File: config.mk
export PLATFORM = sky130hd
export DESIGN_NAME = fifo_sync_wm
export DESIGN_NICKNAME = d
export VERILOG_FILES = /design/src/rtl/fifo_pkg.sv /design/src/rtl/fifo_mem_sdp.sv /design/src/rtl/fifo_sync_wm.sv
export SDC_FILE = /design/constraint.sdc
export NUM_CORES = 1
export LEC_CHECK = 0
export ABC_AREA = 1
export CORE_MARGIN = 5
export CORE_UTILIZATION = 37
export DETAILED_ROUTE_END_ITERATION = 8
export SLEW_MARGIN = 20
export SYNTH_ARGS = -nofsm -noshare
export SYNTH_HDL_FRONTEND = slang
export SYNTH_HIERARCHICAL = 1
export SYNTH_SLANG_ARGS = --single-unit
File: constraint.sdc
create_clock -name i_clk -period 4.4 [get_ports i_clk]
set_input_delay 0.44 -clock i_clk [delete_from_list [all_inputs] [get_ports i_clk]]
set_output_delay 0.44 -clock i_clk [all_outputs]
set_load 0.01 [all_outputs]
File: src/rtl/fifo_pkg.sv
// Shared definitions for the synchronous FIFO family: output mode enum and
// the occupancy/pointer width helper.
package fifo_pkg;

  typedef enum logic {
    FIFO_FWFT     = 1'b0,
    FIFO_READ_REQ = 1'b1
  } fifo_mode_e;

  // Pointers and count carry one extra bit so that 0..N and full/empty are distinct.
  function automatic int fifo_cnt_w(input int m);
    return m + 1;
  endfunction

endpackage

File: src/rtl/fifo_mem_sdp.sv
// Simple dual-port RAM, one write port and one registered read port.
// The storage array has no reset; only the read register is cleared.
module fifo_mem_sdp #(
  parameter int Nb = 8,
  parameter int M  = 4
) (
  input  logic          i_clk,
  input  logic          i_reset,
  input  logic          i_wr_en,
  input  logic [M-1:0]  i_wr_addr,
  input  logic [Nb-1:0] i_wr_data,
  input  logic          i_rd_en,
  input  logic [M-1:0]  i_rd_addr,
  output logic [Nb-1:0] o_rd_data
);

  logic [Nb-1:0] r_mem [0:(1<<M)-1];
  logic [Nb-1:0] r_rd_data;

  always_ff @(posedge i_clk) begin
    if (i_wr_en) begin
      r_mem[i_wr_addr] <= i_wr_data;
    end
  end

  // The read register doubles as the FIFO output data register and holds when not enabled.
  always_ff @(posedge i_clk or posedge i_reset) begin
    if (i_reset) begin
      r_rd_data <= {Nb{1'b0}};
    end else if (i_rd_en) begin
      r_rd_data <= r_mem[i_rd_addr];
    end
  end

  assign o_rd_data = r_rd_data;

endmodule

File: src/rtl/fifo_sync_wm.sv
// Single-clock FIFO with optional first-word-fall-through output register,
// almost-full/empty thresholds, flush, sticky over/underflow and occupancy watermark.
module fifo_sync_wm
  import fifo_pkg::*;
#(
  parameter int Nb        = 8,
  parameter int M         = 4,
  parameter int FWFT      = 1,
  parameter int AF_THRESH = (1 << M) - 2,
  parameter int AE_THRESH = 1
) (
  input  logic          i_clk,
  input  logic          i_reset,
  input  logic          i_flush,
  input  logic          i_clear_stats,
  input  logic [Nb-1:0] i_in_data,
  input  logic          i_in_valid,
  output logic          o_in_ready,
  output logic [Nb-1:0] o_out_data,
  output logic          o_out_valid,
  input  logic          i_out_ready,
  output logic [M:0]    o_count,
  output logic          o_almost_full,
  output logic          o_almost_empty,
  output logic          o_overflow,
  output logic          o_underflow,
  output logic [M:0]    o_watermark
);

  localparam int             CW   = fifo_cnt_w(M);
  localparam int             N    = 1 << M;
  localparam logic [CW-1:0]  N_C  = CW'(N);
  localparam logic [CW-1:0]  AF_C = CW'(AF_THRESH);
  localparam logic [CW-1:0]  AE_C = CW'(AE_THRESH);
  localparam fifo_mode_e     MODE = (FWFT != 0) ? FIFO_FWFT : FIFO_READ_REQ;
  localparam logic [CW-1:0]  ONE  = {{(CW-1){1'b0}}, 1'b1};

  logic [CW-1:0] r_wptr;
  logic [CW-1:0] r_rptr;
  logic [CW-1:0] r_count;
  logic          r_out_valid;
  logic          r_overflow;
  logic          r_underflow;
  logic [CW-1:0] r_watermark;

  logic          w_in_ready;
  logic          w_wr;
  logic          w_mem_nempty;
  logic          w_rd_xfer;
  logic          w_load;
  logic          w_out_valid_nxt;
  logic [CW-1:0] w_count_nxt;
  logic          w_ovf_evt;
  logic          w_unf_evt;
  logic          w_ovf_nxt;
  logic          w_unf_nxt;
  logic [CW-1:0] w_wm_nxt;
  logic [Nb-1:0] w_rd_data;

  fifo_mem_sdp #(
    .Nb (Nb),
    .M  (M)
  ) u_mem (
    .i_clk     (i_clk),
    .i_reset   (i_reset),
    .i_wr_en   (w_wr),
    .i_wr_addr (r_wptr[M-1:0]),
    .i_wr_data (i_in_data),
    .i_rd_en   (w_load),
    .i_rd_addr (r_rptr[M-1:0]),
    .o_rd_data (w_rd_data)
  );

  // Transfer decisions; ready comes from registered count only, so a full FIFO refuses even when read.
  always_comb begin
    w_in_ready      = (r_count != N_C);
    w_wr            = i_in_valid && w_in_ready && !i_flush;
    w_mem_nempty    = (r_wptr != r_rptr);
    w_rd_xfer       = 1'b0;
    w_load          = 1'b0;
    w_out_valid_nxt = r_out_valid;
    w_unf_evt       = 1'b0;
    case (MODE)
      FIFO_FWFT: begin
        w_rd_xfer = r_out_valid && i_out_ready;
        w_load    = (!r_out_valid || w_rd_xfer) && w_mem_nempty;
        if (w_load) begin
          w_out_valid_nxt = 1'b1;
        end else if (w_rd_xfer) begin
          w_out_valid_nxt = 1'b0;
        end else begin
          w_out_valid_nxt = r_out_valid;
        end
      end
      FIFO_READ_REQ: begin
        w_rd_xfer = i_out_ready && (r_count != {CW{1'b0}});
        w_load    = w_rd_xfer;
        w_unf_evt = i_out_ready && (r_count == {CW{1'b0}});
        if (i_out_ready) begin
          w_out_valid_nxt = w_rd_xfer;
        end else begin
          w_out_valid_nxt = r_out_valid;
        end
      end
      default: begin
        w_rd_xfer       = 1'b0;
        w_load          = 1'b0;
        w_out_valid_nxt = r_out_valid;
      end
    endcase
    if (i_flush) begin
      w_rd_xfer       = 1'b0;
      w_load          = 1'b0;
      w_out_valid_nxt = 1'b0;
      w_count_nxt     = {CW{1'b0}};
    end else begin
      w_count_nxt = r_count + (w_wr ? ONE : {CW{1'b0}}) - (w_rd_xfer ? ONE : {CW{1'b0}});
    end
  end

  // Statistics: a same-cycle event beats clear_stats; flush leaves them alone.
  always_comb begin
    w_ovf_evt = i_in_valid && !w_in_ready;
    if (w_ovf_evt) begin
      w_ovf_nxt = 1'b1;
    end else if (i_clear_stats) begin
      w_ovf_nxt = 1'b0;
    end else begin
      w_ovf_nxt = r_overflow;
    end
    if (w_unf_evt) begin
      w_unf_nxt = 1'b1;
    end else if (i_clear_stats) begin
      w_unf_nxt = 1'b0;
    end else begin
      w_unf_nxt = r_underflow;
    end
    if (i_clear_stats || (w_count_nxt > r_watermark)) begin
      w_wm_nxt = w_count_nxt;
    end else begin
      w_wm_nxt = r_watermark;
    end
  end

  always_ff @(posedge i_clk or posedge i_reset) begin
    if (i_reset) begin
      r_wptr      <= {CW{1'b0}};
      r_rptr      <= {CW{1'b0}};
      r_count     <= {CW{1'b0}};
      r_out_valid <= 1'b0;
      r_overflow  <= 1'b0;
      r_underflow <= 1'b0;
      r_watermark <= {CW{1'b0}};
    end else begin
      r_count     <= w_count_nxt;
      r_out_valid <= w_out_valid_nxt;
      r_overflow  <= w_ovf_nxt;
      r_underflow <= w_unf_nxt;
      r_watermark <= w_wm_nxt;
      if (i_flush) begin
        r_wptr <= {CW{1'b0}};
        r_rptr <= {CW{1'b0}};
      end else begin
        if (w_wr) begin
          r_wptr <= r_wptr + ONE;
        end
        if (w_load) begin
          r_rptr <= r_rptr + ONE;
        end
      end
    end
  end

  assign o_in_ready     = w_in_ready;
  assign o_out_data     = w_rd_data;
  assign o_out_valid    = r_out_valid;
  assign o_count        = r_count;
  assign o_almost_full  = (r_count >= AF_C);
  assign o_almost_empty = (r_count <= AE_C);
  assign o_overflow     = r_overflow;
  assign o_underflow    = r_underflow;
  assign o_watermark    = r_watermark;

endmodule
; ---- Word-level counts from Yosys, hierarchy flattened
; Memory sizes are Yosys's and may differ from the RTL's. A register that Yosys moved wholly into a read port is not among the register bits.
; Cells that the tools add are included.
[word_totals]
regBits = 22
mem_bits_rw = 128
in_bits = 14
word_cells = 45
memories = 1
[mem_list]
columns = memory, depth, word_bits, read_ports, rd_clocked_by_memory_dff, write_ports, line_no
row1 = u_mem.r_mem, 16, 8, 1, 1, 1, fifo_mem_sdp.sv:17  ; logic [Nb-1:0] r_mem [0:(1<<M)-1];
[op_classes]
addsub = 4
n_lt_le_gt_ge = 3
n_eq_ne = 2
muxes = 15
n_reduce_logical = 14
[ops]
columns = op, n
row1 = two-way mux 5 bit, 5
row2 = adder 5 x 1 -> 5 bit (second input constant), 2
row3 = two-way mux 1 bit, 10
row4 = nonzero test 2 bit, 3
row5 = adder 5 x 1 -> 5 bit, 1
row6 = greater-or-equal comparator 5 x 4 -> 1 bit (second input constant), 1
row7 = > comparator 5 bit, 1
row8 = less-or-equal comparator 5 x 1 -> 1 bit (second input constant), 1
row9 = logical AND 1 bit, 5
row10 = inequality test 5 bit, 1
row11 = inequality test 5 bit (second input constant), 1
row12 = subtractor 5 x 1 -> 5 bit, 1
row13 = zero test 1 bit, 3
row14 = nonzero test 3 bit, 1
row15 = logical OR 1 bit, 2

; ---- Depth between registers and ports, before layout
[logic_depth]
depth_word = 9
mapped_depth = 25
depth_no_buf = 25

; ---- Hierarchy
; Netlist, hierarchy kept.
[modules_own_cells]
columns = module, n_inst, cells_per_inst, area_each_um2, seq_area_each_um2
row1 = fifo_mem_sdp, 1, 482, 5595.4, 4043.9
row2 = fifo_sync_wm, 1, 200, 1540.2, 550.5

; ---- Worst setup path before layout
; No wires, ideal clock.
[synth_timing]
path_type = register to register
start = reg r_count[2] (netlist: o_count[2])
end = reg r_watermark[0] (netlist: o_watermark[0])
setup_time_ps = 117
arrival_time_ps = 3393
t_required_ps = 4283
path_slack_ps = 890
stages_incl_launch_ff = 25
n_path_buf = 0
period_less_slack_ps = 3510
cell_sequence = dfrtp_1 -> inv_1 -> ha_1 -> inv_1 -> nor2_1 -> nand3_1 -> nand2_2 -> inv_1 -> nand2_2 -> ha_1 -> inv_1 -> ha_1 -> fa_1 -> nand3_1 -> a21oi_1 -> nor2_1 -> ha_1 -> nand2_1 -> inv_1 -> nand2_1 -> nand2_1 -> o21ai_2 -> nand2_1 -> nand2_1 -> nand2_1
[synth_via]
elab_chain_cells = 9
[synth_lines]
columns = item, line_no
row1 = from (decl), fifo_sync_wm.sv:40  ; logic [CW-1:0] r_count;
row2 = from (signal assigned), fifo_sync_wm.sv:149  ; r_count <= {CW{1'b0}};
row3 = from (signal assigned), fifo_sync_wm.sv:155  ; r_count <= w_count_nxt;
row4 = inequality test 5 bit, fifo_sync_wm.sv:76  ; w_in_ready = (r_count != N_C);
row5 = via o_in_ready, fifo_sync_wm.sv:18  ; output logic o_in_ready,
row6 = logical AND 1 bit (2 in a row), fifo_sync_wm.sv:77  ; w_wr = i_in_valid && w_in_ready && !i_flush;
row7 = two-way mux 1 bit, fifo_sync_wm.sv:117  ; w_count_nxt = r_count + (w_wr ? ONE : {CW{1'b0}}) - (w_rd_xfer ? ONE : {CW{1'b0}});
row8 = adder 5 x 1 -> 5 bit, fifo_sync_wm.sv:117
row9 = subtractor 5 x 1 -> 5 bit, fifo_sync_wm.sv:117
row10 = two-way mux 5 bit, fifo_sync_wm.sv:111  ; if (i_flush) begin
row11 = via w_count_nxt[4], fifo_sync_wm.sv:52  ; logic [CW-1:0] w_count_nxt;
row12 = > comparator 5 bit, fifo_sync_wm.sv:138  ; if (i_clear_stats || (w_count_nxt > r_watermark)) begin
row13 = logical OR 1 bit, fifo_sync_wm.sv:138
row14 = to (signal assigned), fifo_sync_wm.sv:153  ; r_watermark <= {CW{1'b0}};
row15 = to (signal assigned), fifo_sync_wm.sv:159  ; r_watermark <= w_wm_nxt;
row16 = to (decl), fifo_sync_wm.sv:44  ; logic [CW-1:0] r_watermark;
; The timed path passes the listed nets, and every way through them passes these cells.
; A chain may end at the register's enable or synchronous reset.

; ---- Final worst setup path
[layout_timing]
start = reg r_count[2] (netlist: o_count[2])
end = reg r_watermark[2] (netlist: o_watermark[2])
[layout_via]
elab_chain_cells = 9
[layout_lines]
columns = item, line_no
row1 = inequality test 5 bit, fifo_sync_wm.sv:76
row2 = logical AND 1 bit (2 in a row), fifo_sync_wm.sv:77
row3 = two-way mux 1 bit, fifo_sync_wm.sv:117
row4 = adder 5 x 1 -> 5 bit *, fifo_sync_wm.sv:117
row5 = subtractor 5 x 1 -> 5 bit *, fifo_sync_wm.sv:117
row6 = two-way mux 5 bit *, fifo_sync_wm.sv:111
row7 = via w_count_nxt[4], fifo_sync_wm.sv:52
row8 = > comparator 5 bit *, fifo_sync_wm.sv:138
row9 = logical OR 1 bit *, fifo_sync_wm.sv:138
; Mark *: on every way through the listed nets, which the timed path passes. The rest lies on a longest branch.

==> metrics.cfg <==
[setup_path]
rrSetupSlack_ns=0.58
cp_max_fo=7
path_class=reg -> reg
crit_chain=inv_1, ha_1, inv_1, nor2_1, nand3_1, nand2_2, inv_1, nand2_2, ha_1, inv_1, ha_1, fa_1, nand3_1, a21oi_1, nor2_1, ha_1, nand2_1, inv_1, nand2_1, nand2_1, o21ai_2, nand2_1, nand2_1, nand2_1
critical_path_required_ns=4.71
end_kind=flip-flop
cp_data_arrival_time_ns=4.13
crit_path_start_kind=flip-flop
path_common_cell=nand2_1
slowest_stage=fa_1
crit_buf_inv=5
cp_slowest_stage_delay_ns=0.43
path_delay_family=adder cells

[floorplan]
die_y_um=149
rows=50
die_w_um=149
io_pins=38
core_area_um2=18800
initial_core_util_pct=37.9
die-area_um2=22200

[placement]
place_congestion=0.809
io_buffers=36
dp.final_hpwl_um=10100

[yosys]
synth.yosys.seq_area_share_pct=64.4
synth_edf_count=128
async_flop_share_pct=19.0
syn_area_per_cell_um2=10.5
syn_inst=682
yosysUniqueCellTypes=27
syn-num-nets=716
synth_warnings=6
synth_top_area_share_pct=53.9
ys.flop_type=edfxtp_1
synth_top_area_cell=edfxtp_1
syn_area_um2=7140
ys_ff_latch=158
synth_area_leaders=edfxtp_1, nand2_1, dfrtp_1, nand3_1, ha_1

[detailed_routing]
drt-met1-wl_um=6970
ant_nets=0
num_vias=4822
wl_met2_um=7980
wl_per_cell_um=16.4
via_per_inst=4.90
drt_iter0_drc=541
met3_length_um=812
wirelength_um=16100
drc_errors=0
drtPass1Iterations=5
dr.max_layer_used=met4

[clocking]
insertion_delay_ns=0.42
postCtsSetupBuffers=0
ctsResizeCount=0
cts_hold_buf=0
cts_sinks=158
cts_tree=built
clk_pin_slew_ns=0.06
cts_buffer_depth=2
cts_made_buffers=17
cts_root_buffer=clkbuf_16
htree_num_levels=4

[layout]
area_delta_synth_final_pct=15.0
finalNetCount=746
drive_above_1_share_pct=6.21
fillCellCount=1779
antenna_cells=0

[job]
max-cap-violations=0

[sta]
setup_tns_ns=0
setup_viol=0
period_share_pct=86.8
rsz0062_at_grt=no
finalMaxSlewViolations=0
skew_ns=0.00892
layout_min_cycle_time_ns=3.82
hold_violations=0
worst_pin_slew_ns=1.01
fmaxAchievable_mhz=262
relSlewSlack_pct=32.5

[grt]
grt_first_pass_wirelength_um=25700
grt_max_degree=65
antenna_found_initial=0
first_global_vias=4694
gr-total-overflow=0
track_usage_pct=15.1

[outcome]
status=finished, final reports clean

[power]
powerDensity_nw_per_um2=590
leakagePower_nw=3.28
vdd_drop_max_uv=398
power.total_mw=4.84

[hold_path]
hp-class=in -> async

cell usage after synthesis, types with 4 or more instances:
cell type	n
buf_6	9
nor2_1	28
dfrtp_1	30
nand4_1	7
buf_2	10
inv_1	40
nand2_1	246
o21ai_0	4
nand3_1	122
edfxtp_1	128
ha_1	19
a21oi_1	8
buf_4	7
cell families (layout without fill, tap and decap cells):
group                      after synthesis  in the layout  share of synthesized area [%]
and+or+nand+nor                        413            413                           24.7
adders and majority gates               20             20                           3.61
DFF                                    158            158                           64.4
xor gates and xnor gates                 4              4                          0.491
AOI/OAI and AO/OA                       14             14                           1.07
buffers and inverters                   72            115                           5.70
other                                    1              1                         0.0526
placed cells by master, fill, tap and decap left out, types with 2 or more instances in the layout:
master and instances:
nand2_1 246, edfxtp_1 128, nand3_1 122, inv_1 40, clkdlybuf4s50_1 36, dfrtp_1 29
nor2_1 28, ha_1 19, clkbuf_16 17, a21oi_1 8, nand4_1 7, o21ai_0 4
clkinv_2 4, buf_4 4, bufinv_16 3, clkinvlp_4 3, nand2_2 2, nor3_1 2
nor2_2 2, inv_2 2, xnor2_1 2, xor2_1 2, inv_6 2, clkinv_4 2
nand3b_1 2
per-stage QoR:
| stage | area (um2) | hold WS (ns) | instances | setup WS, ns | utilization (%) |
|---|---|---|---|---|---|
| after CTS | 8200 | 0.289 | 985 | 0.561 | 43.6 |
| final | 8200 | 0.293 | 985 | 0.581 | 43.6 |
| after global placement | 7610 | 0.470 | 953 | 0.688 | 40.4 |
| after floorplan | 7140 | 0.256 | 682 | 0.890 | - |
| after detailed placement | 7610 | 0.470 | 953 | 0.584 | 40.4 |
| after global routing | 8200 | 0.333 | 985 | 0.183 | 43.6 |
registers in the layout, indices dropped and copies added, names as in the netlist:
signal and flops:
o_count 5, u_mem/o_rd_data 8, o_watermark 5, r_rptr 5
u_mem/r_mem 128, o_out_valid 1, o_overflow 1, r_wptr 5
final timing paths:
kind,startpoint,endpoint,depth (start not counted)
hold reg to reg,u_mem/o_rd_data[4],u_mem/o_rd_data[4],2
setup / recovery,o_count[2],o_watermark[2],24
setup reg to reg,o_count[2],o_watermark[2],24
hold / removal,i_reset,u_mem/o_rd_data[6],2
min in group i_clk,u_mem/o_rd_data[4],u_mem/o_rd_data[4],2
max in group asynchronous,i_reset,r_rptr[0],2
routing by layer:
| layer | up-vias | track usage [%] |
|---|---|---|
| met3 | 29 | 2.67 |
| met4 | 0 | 6.13 |
| met5 | - | 0 |
| met1 | 2309 | 19.6 |
| li1 | 2345 | - |
| met2 | 139 | 25.1 |
power breakdown:
part / internal (mW) / switching (mW)
clock: 0.891 / 0.571
sequential: 1.73 / 0.140
combinational: 0.552 / 0.957
total: 3.17 / 1.67
layout make-up:
class | count | area, um2 | area share [%]
clock inverters | 14 | 166 | 2.03
clock buffers | 18 | 429 | 5.23
multi-input cells | 452 | 2130 | 26.0
repair buffers | 40 | 390 | 4.76
well taps | 260 | 325 | 3.97
inverters | 43 | 163 | 1.98
flip-flops and latches | 158 | 4600 | 56.0
Note: power is estimated with default switching activity, not from simulation.
